===== src/rtl/fetch_unit_pkg.sv =====
// Shared types and constants for the instruction-fetch stage.
package fetch_unit_pkg;

  localparam logic [31:0] NOP_INSN_DEF = 32'h0000_0013;  // ADDI x0,x0,0
  localparam logic        TRUE         = 1'b1;
  localparam logic        FALSE        = 1'b0;

  typedef enum logic [1:0] {
    S_BOOT  = 2'd0,
    S_RUN   = 2'd1,
    S_REDIR = 2'd2
  } fetch_state_e;

  // One buffered fetch result: PC in the upper half, instruction word below.
  typedef struct packed {
    logic [31:0] pc;
    logic [31:0] insn;
  } fetch_entry_t;

  // Redirect targets are forced to a word boundary.
  function automatic logic [31:0] align_word(input logic [31:0] addr);
    return {addr[31:2], 2'b00};
  endfunction

endpackage


===== src/rtl/fetch_fifo.sv =====
// Two-entry circular buffer of {pc, insn} pairs between imem and decode.
module fetch_fifo
  import fetch_unit_pkg::*;
(
  input  logic         clk,
  input  logic         rst_n,
  input  logic         push,
  input  logic         pop,
  input  logic         flush,
  input  fetch_entry_t wdata,
  output fetch_entry_t head,
  output logic [1:0]   count
);

  fetch_entry_t mem [2];
  logic         wr_ptr;
  logic         rd_ptr;
  logic         do_push;
  logic         do_pop;

  // The fetch issue rule keeps the buffer from overflowing; the full guard only
  // protects the stored entries should that ever be violated.
  assign do_push = push && (count != 2'd2);
  assign do_pop  = pop && (count != 2'd0);
  assign head    = mem[rd_ptr];

  // Pointer, occupancy and storage update; flush wins over push/pop.
  always_ff @(posedge clk or negedge rst_n) begin
    if (!rst_n) begin
      mem[0] <= '0;
      mem[1] <= '0;
      wr_ptr <= 1'b0;
      rd_ptr <= 1'b0;
      count  <= 2'd0;
    end else if (flush) begin
      wr_ptr <= 1'b0;
      rd_ptr <= 1'b0;
      count  <= 2'd0;
    end else begin
      if (do_push) begin
        mem[wr_ptr] <= wdata;
        wr_ptr      <= ~wr_ptr;
      end
      if (do_pop) begin
        rd_ptr <= ~rd_ptr;
      end
      case ({do_push, do_pop})
        2'b10:   count <= count + 2'd1;
        2'b01:   count <= count - 2'd1;
        default: count <= count;
      endcase
    end
  end

endmodule


===== src/rtl/fetch_unit.sv =====
// Instruction-fetch stage: drives a synchronous imem, buffers returned words
// with their PCs and hands them to decode under a valid/ready handshake.
//
// state   | meaning
// --------+-----------------------------------------------------------
// S_BOOT  | single idle cycle after reset, no fetch
// S_RUN   | normal fetch, issue whenever the buffer has room
// S_REDIR | bubble cycle after a redirect while the new PC settles
module fetch_unit
  import fetch_unit_pkg::*;
#(
  parameter logic [31:0] RESET_PC = 32'h0000_0000,
  parameter logic [31:0] NOP_INSN = NOP_INSN_DEF
) (
  input  logic        clk,
  input  logic        rst_n,
  output logic        imem_en,
  output logic [31:0] imem_addr,
  input  logic [31:0] imem_rdata,
  input  logic        redirect_valid,
  input  logic [31:0] redirect_pc,
  input  logic        id_ready,
  output logic [31:0] ir,
  output logic [31:0] ir_pc,
  output logic        ir_valid
);

  fetch_state_e state_q;
  logic [31:0]  pc_q;
  logic [31:0]  tag_q;
  logic         inflight_q;
  logic         drop_q;

  logic         pop;
  logic         issue;
  logic         push;
  logic [2:0]   occupancy;
  logic [1:0]   fifo_count;
  fetch_entry_t fifo_head;
  fetch_entry_t fifo_wdata;

  // Decoder consumes the head word; buffer slots that will be in use next
  // cycle are what is queued plus what is in flight, minus what leaves now.
  assign pop       = ir_valid && id_ready;
  assign occupancy = {1'b0, fifo_count} + {2'b00, inflight_q} - {2'b00, pop};
  assign issue     = (state_q == S_RUN) && !redirect_valid && (occupancy < 3'd2);

  assign imem_en   = issue;
  assign imem_addr = pc_q;

  // A redirect this cycle squashes the response arriving now.
  assign push       = inflight_q && !drop_q && !redirect_valid;
  assign fifo_wdata = '{pc: tag_q, insn: imem_rdata};

  fetch_fifo u_fifo (
    .clk   (clk),
    .rst_n (rst_n),
    .push  (push),
    .pop   (pop && !redirect_valid),
    .flush (redirect_valid),
    .wdata (fifo_wdata),
    .head  (fifo_head),
    .count (fifo_count)
  );

  // Decode sees a NOP and a zero PC whenever nothing valid is buffered.
  assign ir_valid = (fifo_count != 2'd0);
  assign ir       = ir_valid ? fifo_head.insn : NOP_INSN;
  assign ir_pc    = ir_valid ? fifo_head.pc   : 32'h0000_0000;

  // Fetch state, PC, in-flight tracking; redirect has priority over issue.
  always_ff @(posedge clk or negedge rst_n) begin
    if (!rst_n) begin
      state_q    <= S_BOOT;
      pc_q       <= RESET_PC;
      tag_q      <= 32'h0000_0000;
      inflight_q <= FALSE;
      drop_q     <= FALSE;
    end else if (redirect_valid) begin
      state_q    <= S_REDIR;
      pc_q       <= align_word(redirect_pc);
      drop_q     <= inflight_q;
      inflight_q <= FALSE;
    end else begin
      drop_q <= FALSE;
      case (state_q)
        S_BOOT:  state_q <= S_RUN;
        S_REDIR: state_q <= S_RUN;
        S_RUN:   state_q <= S_RUN;
        default: state_q <= S_BOOT;
      endcase
      if (issue) begin
        pc_q       <= pc_q + 32'd4;
        tag_q      <= pc_q;
        inflight_q <= TRUE;
      end else begin
        inflight_q <= FALSE;
      end
    end
  end

endmodule

===== config.mk =====
export PLATFORM = sky130hd
export DESIGN_NAME = fetch_unit
export DESIGN_NICKNAME = d
export VERILOG_FILES = /design/src/rtl/fetch_unit_pkg.sv /design/src/rtl/fetch_fifo.sv /design/src/rtl/fetch_unit.sv
export SDC_FILE = /design/constraint.sdc
export NUM_CORES = 1
export LEC_CHECK = 0
export BUFFER_PORTS_ARGS = -buffer_cell sky130_fd_sc_hd__buf_2
export CORE_ASPECT_RATIO = 1.2
export CORE_MARGIN = 1
export CORE_UTILIZATION = 39
export CTS_CLUSTER_DIAMETER = 60
export DETAILED_ROUTE_END_ITERATION = 12
export SYNTH_ARGS = -nofsm -noshare
export SYNTH_HDL_FRONTEND = slang
export SYNTH_HIERARCHICAL = 1
export SYNTH_SLANG_ARGS = --single-unit
export TNS_END_PERCENT = 10

===== constraint.sdc =====
create_clock -name clk -period 10.6 [get_ports clk]
set_input_delay 1.59 -clock clk [delete_from_list [all_inputs] [get_ports clk]]
set_output_delay 1.59 -clock clk [all_outputs]
set_load 0.05 [all_outputs]

# After elaboration in Yosys (flattened, before gate mapping)
# Index checks and enable logic that the tools add are counted.
[word_totals]
reg_bits = 200
ramBits = 0
romBits = 0
word_cells = 72
memories = 0
latchBits = 0
[op_classes]
n_addsub = 5
reduce_logical = 20
eq_ne = 5
magnitude_cmp = 4
bitwise_logic = 5
muxes = 21
multipliers = 0
div = 0
n_shift = 0
[ops]
columns = ["operator", "n"]
rows = [
  ["two-way mux 64 bit", 4],
  ["bitwise mux 128 bit", 1],
  ["two-way mux 32 bit", 4],
  ["demux 64 bit (select 1 bit)", 1],
  ["adder 32 x 3 -> 32 bit, second input constant", 1],
  ["logical AND 1 bit", 9],
  ["two-way mux 1 bit", 8],
  ["nonzero test 2 bit", 4],
  ["== test 2 x 1 -> 1 bit, second input constant", 2],
  ["== test 2 bit, second input constant", 2],
  ["greater-or-equal comparator 2 bit, second input constant", 2],
  ["two-way mux 2 bit", 2],
  ["inverter 1 -> 2 bit", 2],
  ["case mux 2 bit (2 select lines)", 1],
  ["AND reduction 2 bit", 2],
  ["adder 2 x 1 -> 3 bit", 1],
  ["< comparator 3 x 2 -> 1 bit, second input constant", 1],
  ["inverter 1 bit", 3],
  ["nonzero test 3 bit", 1],
  ["OR reduction 3 bit", 1],
  ["subtractor 3 x 1 -> 3 bit", 1],
  ["adder 2 x 1 -> 2 bit, second input constant", 1],
  ["zero test 1 bit", 2],
  ["zero test 2 bit", 1],
  ["other kinds (3)", 3],
]

# Depth between registers and ports, before layout
[depth]
word_depth = 7
depth_mapped = 14

# By module
# Netlist, hierarchy kept.
[modules_own_cells]
columns = ["mod", "n_inst", "cells_each", "area_per_inst_um2", "seq_area_each_um2"]
rows = [
  ["fetch_fifo", 1, 364, 5734.2, 3303.2],
  ["fetch_unit", 1, 425, 3525.9, 1601.5],
]

# Least setup slack after synthesis
# No wires, ideal clock.
[synth_path]
kind = "input to output"
from = "input port id_ready"
to = "output port imem_en"
arrival_ps = 4141
path_stages = 10
n_path_buf = 3
t_required_ps = 9010
slack_ps = 4869
cell_sequence = "and2_1 -> ha_1 -> nand2b_1 -> fa_1 -> nand2_1 -> or4_1 -> clkbuf_1 -> inv_2 -> buf_2 -> buf_1"
[synth_between]
elab_chain_len = 4
[synth_rtl]
columns = ["element", "line_no", "text"]
rows = [
  ["start: declaration", "fetch_unit.sv:22", "input logic id_ready,"],
  ["logical AND 1 bit", "fetch_unit.sv:44", "assign pop = ir_valid && id_ready;"],
  ["subtractor 3 x 1 -> 3 bit", "fetch_unit.sv:45", "assign occupancy = {1'b0, fifo_count} + {2'b00, inflight_q} - {2'b00, pop};"],
  ["< comparator 3 x 2 -> 1 bit", "fetch_unit.sv:46", "assign issue = (state_q == S_RUN) && !redirect_valid && (occupancy < 3'd2);"],
  ["logical AND 1 bit", "fetch_unit.sv:46", ""],
  ["end: declaration", "fetch_unit.sv:17", "output logic imem_en,"],
]
# Every way passes these cells.

# Worst setup path after layout
# Ends and elaborated chain as after synthesis.

==> metrics <==
ys flop type dfrtp_1; R2R depth 11; ratio of final minimum period to clock period a little under three fifths; Die W about 140 um; TNS Setup 0 ns; CTS tree built; top cell family by delay on the critical path simple AND/OR/NAND/NOR gates; Worst Hold Class register to register; Setup crit end kind output pin; slowest library cell on the worst path or4_2; HPWL after detailed placement 13070 um; area grow syn2layout 17.82%; Post-synth top cells dfrtp_1, mux2_2, nand2_1; clock skew 0.01001 ns; WHS Endpoint state_q[0]; DRT Pass-1 Iters 4; Power Density about 170 nW/um^2; Core Region 23200 um^2; largest net degree at the start of global routing 81; hold buffers post-CTS 0; #FFs+latches synth between 150 and 200; HP Start state_q[1]; I/O Pins 166; Final Hold Vio Count 0; outcome finished, final reports clean; worst path buffer plus inverter count 4; total of max-cap violations 0; Syn Inst Count 789; CTS root buf clkbuf_16; largest area contributor in the netlist dfrtp_1; Initial Util 39.91%; Detailed Route Iter0 Violations a little under 300; measured slew at the worst slew-check pin 1.040 ns; # rows 61; DR DRC count 0; worst reg2reg setup slack 6.53 ns; Synth async-reset ratio 100.0%; Distinct cells, synth 53; nets a little over 1000; WL/cell 16.55 um; crit path launch type input port; RSZ-0062 raised after global routing false; CTS Buffer Depth 2; Post-Syn Area per Cell 11.74 um^2; setup bufs post-CTS 0; pre-CTS WS 4.742 ns; crit path DAT around 4.3 ns; GRT Total Usage 18.09%; WHS Path Cells 1; DRT antenna net count 0; Tmin final 5.847 ns; peak supply drop 0.0001133 V; Pleak 5.441 nW; Max FO, Critical Path 43; Crit Path Class input port to output pin; Critical Path RT 9.01 ns; gr ovfl total 0; first-pass GRT wire length 34150 um; most numerous cell in the Yosys netlist dfrtp_1; crit-path max cell delay between 0.6 and 0.7 ns; synthesized cell area 9260 um^2; global placer's final weighted congestion 0.8117; Die Ht between 150 and 200 um; CTS HTree Levels 4; CTS buffer count 17; IO buf count 161; CTS sink cnt 196; max-slew violation count 0; EDFF count, synth 0; cell repeated most along the worst path buf_2; Clock Latency Late Sink 0.43 ns; vias in the first global route ~6600; die area 24370 um^2; Slew HR 30.67%; initial antenna violation count 1; M1 wire length between 9000 and 10000 um; metal2 WL around 10000 um; top sig layer met4; final setup violation count 0; DRT Wirelength 20960 um; Yosys warnings 6; Critical R2R Capture imem_addr[22]; cells along the critical path buf_2 > and2_1 > ha_1 > nand2b_1 > fa_1 > nand2_1 > or4_2 > inv_2 > buf_4 > buf_2; top-area cell type share of the netlist area 52.97%; R2R Path Start u_fifo/count[1]; cts repair resizes 0; Avg Vias per Cell about 5; top cells by area, synth dfrtp_1, mux2_2, nand2_1; Clock Pin Slew Worst Setup and Hold Paths 0.07 ns; Max Fclk 0.1710 GHz; Non-Filler Instances 1266; layout cell share with drive strength beyond 1 between 40% and 50%; total number of vias 6489; register area share after synthesis 52.97%; crit path setup slack, layout 4.753 ns; wire length on met3 between 900 and 1000 um; Cells after DPL 1233
cells in the final DEF, fill, tap and decap left out, types with 5 or more instances in the layout:
cell	netlist	layout
a21oi_1	10	10
and2_1	64	64
and3_1	5	5
buf_2	8	160
buf_4	2	10
clkbuf_16	0	17
conb_1	1	6
dfrtp_1	196	195
inv_1	8	8
mux2_1	5	5
mux2_2	187	187
nand2_1	127	127
nand2b_1	5	5
nand3_1	14	14
nand4_1	11	11
nor2_1	11	11
o211ai_1	7	7
o21ai_0	17	17
o311ai_0	5	5
o311ai_1	5	5
or4_1	6	5
metal layers:
metal	up-vias	track usage, %
li1	3047	-
met1	3263	22.36
met2	158	31.22
met3	21	3.694
met4	0	6.311
met5	-	0
kinds of logic (layout without fill, tap and decap cells):
family	after synthesis	count (layout)	share of synthesized area, %
AOI/OAI and AO/OA	65	65	4.878
xor gates and xnor gates	6	6	0.5676
adders and majority gates	3	3	0.4864
buffers and inverters	56	212	2.945
DFF	196	196	52.97
muxes	193	193	23.46
other	1	7	0.04050
and+or+nand+nor	269	269	14.66
sequential cells by signal, summed over array words and instances, names as in the netlist:
register and cells:
inflight_q 1, u_fifo/mem 128, imem_addr 30, drop_q 1, u_fifo/count 2, tag_q 30
u_fifo/wr_ptr 1, u_fifo/rd_ptr 1, state_q 2
metrics by stage:
stage,total power [W],instance area [um^2],hold slack [ns],util [%]
after CTS,0.001895,10910,0.4410,47.01
after global placement,0.001242,10330,0.4270,44.52
after floorplan,0.001152,9279,0.4143,-
final,0.001867,10910,0.4440,47.02
after global routing,0.001964,10910,0.4634,47.01
after detailed placement,0.001249,10330,0.4402,44.52
power breakdown:
| part | internal, W | leakage, nW | switching [W] |
|---|---|---|---|
| combinational | 0.000144 | 2.58 | 0.000157 |
| sequential | 0.000855 | 2.57 | 0.0000725 |
| clock | 0.000344 | 0.286 | 0.000294 |
| total | 0.00134 | 5.44 | 0.000524 |
worst reg2reg max path, stage by stage (launching register included):
cell and delay (ns):
dfrtp_1 0.48, or2_2 0.32, and2_1 0.17, ha_1 0.25, nand2b_1 0.16, fa_1 0.48
nand2_1 0.05, or4_2 0.63, buf_4 0.36, or4_1 0.73, o211ai_1 0.21, o311ai_1 0.12
worst max path at each step:
stage          depth (start not counted)     start  slack, ns  endpoint
2_1_floorplan                         10  id_ready       4.87   imem_en
3_3_place_gp                          10  id_ready       4.74   imem_en
3_5_place_dp                          10  id_ready       4.74   imem_en
4_1_cts                               10  id_ready       4.74   imem_en
5_1_grt                               10  id_ready       4.63   imem_en
6_report                              10  id_ready       4.75   imem_en
area by class of cell:
cell class | count | area, um^2
multi-input combinational | 542 | 4103
antenna | 1 | 2.502
timing repair buffer | 171 | 889.6
sequential | 196 | 4908
fill | 2249 | 12290
inverter | 9 | 33.78
tap | 315 | 394.1
clock buffer | 21 | 460.4
clock inverter | 11 | 118.9
(Power assumes the default switching activity.)
